===== config.mk =====
export PLATFORM = sky130hd
export DESIGN_NAME = blink_monitor
export DESIGN_NICKNAME = d
export VERILOG_FILES = /design/src/rtl/blink_monitor_pkg.sv /design/src/rtl/blink_monitor_edge.sv /design/src/rtl/blink_monitor.sv
export SDC_FILE = /design/constraint.sdc
export NUM_CORES = 1
export LEC_CHECK = 0
export BUFFER_PORTS_ARGS = -buffer_cell sky130_fd_sc_hd__buf_2
export CORE_MARGIN = 2
export CORE_UTILIZATION = 40
export CTS_BUF_LIST = sky130_fd_sc_hd__clkbuf_8
export DETAILED_ROUTE_END_ITERATION = 10
export PLACE_DENSITY_LB_ADDON = 0.05
export SLEW_MARGIN = 30
export SYNTH_ARGS = -nofsm -noshare
export SYNTH_HDL_FRONTEND = slang
export SYNTH_HIERARCHICAL = 1
export SYNTH_SLANG_ARGS = --single-unit

===== constraint.sdc =====
create_clock -name clk -period 2.9 [get_ports clk]
set_input_delay 0.145 -clock clk [delete_from_list [all_inputs] [get_ports clk]]
set_output_delay 0.145 -clock clk [all_outputs]
set_load 0.02 [all_outputs]

===== src/rtl/blink_monitor_pkg.sv =====
// Shared types and default parameter values for the blink_monitor block.
package blink_monitor_pkg;

  typedef enum logic [1:0] {
    ST_IDLE    = 2'd0,
    ST_ARMED   = 2'd1,
    ST_MEASURE = 2'd2,
    ST_LOCKED  = 2'd3
  } state_t;

  localparam int DEF_CNT_W       = 24;
  localparam int DEF_TOL         = 4;
  localparam int DEF_TIMEOUT_CYC = 24'hFFFFFF;
  localparam int DEF_FILT_LEN    = 4;

endpackage


===== src/rtl/blink_monitor_edge.sv =====
// Synchronizer, optional debounce (BLINK_MONITOR_GLITCH_FILTER_EN) and rising-edge
// detector for the asynchronous blink input.
module blink_monitor_edge
  import blink_monitor_pkg::*;
#(
  parameter int FILT_LEN = DEF_FILT_LEN
) (
  input  logic clk,
  input  logic rst_n,
  input  logic blink_in,
  output logic rise
);

  if (FILT_LEN < 1) begin : g_bad_filt_len
    $error("FILT_LEN must be at least 1");
  end

  logic sync_p0;
  logic sync_p1;
  logic prev_p2;
  logic level;

  // Stage 0/1: two-flop synchronizer.
  always_ff @(posedge clk or negedge rst_n) begin
    if (!rst_n) begin
      sync_p0 <= 1'b0;
      sync_p1 <= 1'b0;
    end else begin
      sync_p0 <= blink_in;
      sync_p1 <= sync_p0;
    end
  end

`ifdef BLINK_MONITOR_GLITCH_FILTER_EN
  localparam int RUN_W = (FILT_LEN > 1) ? $clog2(FILT_LEN) : 1;

  logic [RUN_W-1:0] run;
  logic             filt_q;
  logic             settle;

  // The current sample completes the run, so the new level is visible in this
  // same cycle: latency is FILT_LEN-1 cycles beyond the unfiltered path.
  assign settle = (sync_p1 != filt_q) && (run == RUN_W'(FILT_LEN - 1));
  assign level  = settle ? sync_p1 : filt_q;

  always_ff @(posedge clk or negedge rst_n) begin
    if (!rst_n) begin
      filt_q <= 1'b0;
      run    <= '0;
    end else begin
      filt_q <= level;
      if (sync_p1 == filt_q || settle) run <= '0;
      else                             run <= run + 1'b1;
    end
  end
`else
  assign level = sync_p1;
`endif

  // Stage 2: previous level for edge detection.
  always_ff @(posedge clk or negedge rst_n) begin
    if (!rst_n) prev_p2 <= 1'b0;
    else        prev_p2 <= level;
  end

  assign rise = level & ~prev_p2;

endmodule


===== src/rtl/blink_monitor.sv =====
// Measures the rise-to-rise period of a blinking input and reports lock/timeout.
// Optional input debounce is enabled with `define BLINK_MONITOR_GLITCH_FILTER_EN.
module blink_monitor
  import blink_monitor_pkg::*;
#(
  parameter int               CNT_W       = DEF_CNT_W,
  parameter int               TOL         = DEF_TOL,
  parameter logic [CNT_W-1:0] TIMEOUT_CYC = CNT_W'(DEF_TIMEOUT_CYC),
  parameter int               FILT_LEN    = DEF_FILT_LEN
) (
  input  logic             clk,
  input  logic             rst_n,
  input  logic             blink_in,
  output logic [CNT_W-1:0] period_o,
  output logic             period_valid,
  output logic             locked,
  output logic             timeout,
  output logic [15:0]      edge_cnt
);

  function automatic logic [CNT_W-1:0] abs_diff(input logic [CNT_W-1:0] a,
                                                input logic [CNT_W-1:0] b);
    return (a >= b) ? (a - b) : (b - a);
  endfunction

  function automatic logic [CNT_W-1:0] sat_inc(input logic [CNT_W-1:0] v);
    return (v >= TIMEOUT_CYC) ? TIMEOUT_CYC : (v + 1'b1);
  endfunction

  state_t           state;
  logic [CNT_W-1:0] cnt;
  logic [CNT_W-1:0] ref_period;
  logic             rise;
  logic             match;

  blink_monitor_edge #(
    .FILT_LEN (FILT_LEN)
  ) u_edge (
    .clk      (clk),
    .rst_n    (rst_n),
    .blink_in (blink_in),
    .rise     (rise)
  );

  assign match = abs_diff(cnt, ref_period) <= CNT_W'(TOL);

  // Stage 3: period counter, FSM and registered outputs.
  always_ff @(posedge clk or negedge rst_n) begin
    if (!rst_n) begin
      state        <= ST_IDLE;
      cnt          <= '0;
      ref_period   <= '0;
      period_o     <= '0;
      period_valid <= 1'b0;
      locked       <= 1'b0;
      timeout      <= 1'b0;
      edge_cnt     <= '0;
    end else begin
      period_valid <= 1'b0;
      timeout      <= 1'b0;
      if (rise) begin
        cnt      <= CNT_W'(1);
        edge_cnt <= edge_cnt + 16'd1;
        if (state == ST_IDLE) begin
          state  <= ST_ARMED;
          locked <= 1'b0;
        end else begin
          period_o     <= cnt;
          period_valid <= 1'b1;
          ref_period   <= cnt;
          // ARMED has no previous period to compare against yet.
          if (state != ST_ARMED && match) begin
            state  <= ST_LOCKED;
            locked <= 1'b1;
          end else begin
            state  <= ST_MEASURE;
            locked <= 1'b0;
          end
        end
      end else if (state != ST_IDLE) begin
        if (cnt == TIMEOUT_CYC) begin
          state   <= ST_IDLE;
          cnt     <= '0;
          timeout <= 1'b1;
          locked  <= 1'b0;
        end else begin
          cnt <= sat_inc(cnt);
        end
      end
    end
  end

endmodule


==> flow_summary.yaml <==
worst_hold_path:
  min_path_type: "in -> async"
timing:
  min_period_over_period_pct: 109
  finalCriticalPeriod_ns: 3.17
  fin_ws_ns: -0.267
  worstMarginPinSlew_ns: 0.698
  setup_viol: 2
  rsz0062_at_grt: "yes"
  finalClockSkew_ns: 0.0128
  slew_viol_final: 0
  finalSetupTns_ns: -0.506
  hold_viol_final: 0
  max_freq_mhz: 316
  max_slew_margin_pct: 53.5
yosys:
  synth-seq-cells: 72
  ys.flop_type: "dfrtp_1"
  ys_types: 57
  syn_inst: 682
  ys_async_sr_fraction_pct: 100
  avgSynthCellArea_sq_um: 8.12
  yosysWarnings: 6
  synth_edf_count: 0
  syn_nets: 734
  netlist_area_sq_um: 5540
  synth_seq_area_share_pct: 32.5
detailed_routing:
  drc_errors: 0
  ant_nets: 0
  vias_per_cell: 5.20
  drtIter0Drc: 336
  drt-pass1-iter-count: 6
  route.vias.total: 5679
  drt_wl_total_microns: 18700
  routedWlPerCell_microns: 17.1
run_status:
  violations: "negative setup slack"
  status: "finished, violations left"
power_and_ir_drop:
  max-vdd-ir-drop_mv: 0.363
  swShare_pct: 43.5
  p_leak_uw: 0.00399
  power_frac_comb_pct: 72.6
  switching_power_uw: 3040
  power_frac_seq_pct: 16.8
  power_frac_clock_pct: 10.6
  power_density_nw_per_um2: 874
  power_report.internal_total_uw: 3950
setup_path:
  criticalPathCategory: "reg -> reg"
  crit_fanout: 4
  critPathArrivalTime_ns: 3.47
  critPathCaptureType: "flip-flop"
  crit_path_start_kind: "flip-flop"
  required_ns: 3.20
clock_tree:
  cts_tree: "built"
  clock_path_buffers: 2
  clkSinkCount: 72
  cts_root_buf: "clkbuf_8"
  clkTransAtPathRegs_ns: 0.09
  clk_latency_ns: 0.38
  cts_buffers: 9
  cts_htree_levels: 3
placed_design:
  port_buffers: 45
  dp.final_hpwl_microns: 14800
  gp_congestion: 0.955
job:
  drv_cap: 0
global_route:
  antenna_found_initial: 0
  grt_remaining_overflow: 0
  grt_pass1_vias: 5666
  grt_usage_pct: 25.9
  grt_max_degree: 73
  grt_pass1_wl_microns: 29300
layout:
  diodes: 0
  layout_commonest_cell: "buf_4"
  area_growth_pct: 44.2
  fin_util_pct: 59.6
  nets: 965
  drive_gt1_share_pct: 37.6
  final_cell_mix: "buf_4 (200), nand2_1 (69), nor2_1 (63), dfrtp_1 (63), inv_1 (59)"
die:
  die-width_microns: 122
  num_rows: 42
  ios: 46
  coreArea_sq_um: 13400
  start_util_pct: 41.3
  dieArea_sq_um: 14800
  die_y_microns: 122
## logic make-up (layout without fill, tap and decap cells)
logic type      count (synthesis)  after routing  synth area share, %
simple gates                  218            218                 18.3
flops                          72             72                 32.5
xor+xnor                       58             58                 9.17
fa+ha+maj                      49             49                 11.1
mux                             9              9                 1.76
buf+inv                        94            329                 6.80
compound gates                182            182                 20.3
## critical path: stages, from the launching register on
cell and delay (ns):
dfrtp_2 0.43, inv_2 0.07, ha_4 0.22, a21oi_4 0.13, o21ai_2 0.10, a221oi_4 0.29, nand3_2 0.14, buf_6 0.14
a31oi_4 0.21, mux2_4 0.36, a221oi_4 0.24, xnor2_1 0.13, a2111oi_2 0.23, nand4_1 0.15, buf_4 0.19, o21ai_1 0.07
## synthesized netlist by cell type, drive strengths merged, types with 2 or more instances
library cell | count | area share, %
mux2i | 6 | 1.1
nor4 | 6 | 0.95
o21ai | 64 | 5.9
nor2b | 2 | 0.36
buf | 17 | 1.6
nor2 | 65 | 4.5
nand2 | 76 | 5.3
o221ai | 6 | 0.95
o211ai | 3 | 0.41
a221oi | 5 | 1.2
xnor2 | 45 | 7.1
a31oi | 4 | 0.56
a311oi | 3 | 0.47
o21a | 4 | 0.54
nand4 | 17 | 1.9
and2 | 3 | 0.34
a22oi | 2 | 0.27
a21oi | 60 | 5.6
o31ai | 2 | 0.27
and4 | 2 | 0.32
clkbuf | 14 | 0.95
or3 | 3 | 0.34
mux2 | 3 | 0.68
a21o | 12 | 1.6
inv | 63 | 4.3
and3 | 8 | 0.93
ha | 49 | 11
nor3 | 9 | 0.81
dfrtp | 72 | 33
nand2b | 3 | 0.34
a2111oi | 5 | 0.90
nand3 | 23 | 2.2
xor2 | 13 | 2.1
a211oi | 2 | 0.27
o21bai | 5 | 0.68
## flip-flops by register name, indices dropped and copies added, names as in the netlist, 2 cells and up
name	count
edge_cnt	16
ref_period	24
cnt	24
state	2
## final timing paths
| check | endpoint | slack (ns) | start | depth (start not counted) |
|---|---|---|---|---|
| setup / recovery | locked | -0.27 | ref_period[19] | 15 |
| hold / removal | u_edge/level | 0.34 | rst_n | 2 |
| setup reg to reg | locked | -0.27 | ref_period[19] | 15 |
| hold reg to reg | u_edge/level | 0.36 | u_edge/sync_p0 | 0 |
| max in group asynchronous | ref_period[21] | 2.01 | rst_n | 2 |
| min in group clk | u_edge/level | 0.36 | u_edge/sync_p0 | 0 |
## per-stage QoR
stage | setup slack [ns] | hold WS (ns) | std cells | total power, uW | instance area, sq um
floorplan | 0.00965 | -0.151 | 682 | 4110 | 5630
global route | -0.370 | 0.385 | 1093 | 7430 | 7990
global placement | -0.404 | 0.258 | 1064 | 5790 | 7370
finish | -0.267 | 0.344 | 1093 | 6980 | 7990
detailed placement | -0.433 | 0.260 | 1064 | 5770 | 7370
CTS | -0.253 | 0.364 | 1088 | 6660 | 7760
## power by group through the flow
| stage | sequential [uW] | combinational, uW | clock (uW) |
|---|---|---|---|
| 3_5_place_dp | 1190 | 4580 | 0 |
| 2_1_floorplan | 1270 | 2840 | 0 |
| 3_3_place_gp | 1180 | 4600 | 0 |
| 5_1_grt | 1190 | 5450 | 795 |
| 4_1_cts | 1170 | 4730 | 761 |
| 6_report | 1180 | 5070 | 740 |
## per-layer routing
layer | wire length [microns] | vias to the layer above | track usage [%]
met1 | 9240 | 2703 | 36.8
li1 | - | 2807 | -
met4 | 501 | 0 | 9.91
met2 | 8220 | 140 | 39.3
met3 | 721 | 29 | 4.40
met5 | 0 | - | 0
## final cells by class
class,count,area (sq um)
Clock inverter,6,46.3
Multi-Input combinational cell,516,3740
Sequential cell,72,1810
Timing Repair Buffer,251,1810
Clock buffer,9,124
Inverter,63,236
Tap cell,176,220
Fill cell,1265,5410
## what timing repair did
item,CTS,global route
endpoints found under the setup margin,2,23
setup buffers,7,5
hold buffers,2,0
gates cloned,0,0
pin swaps,7,12
resized for setup,34,30
endpoints found under the hold margin,73,0
Note: power is estimated with default switching activity, not from simulation.
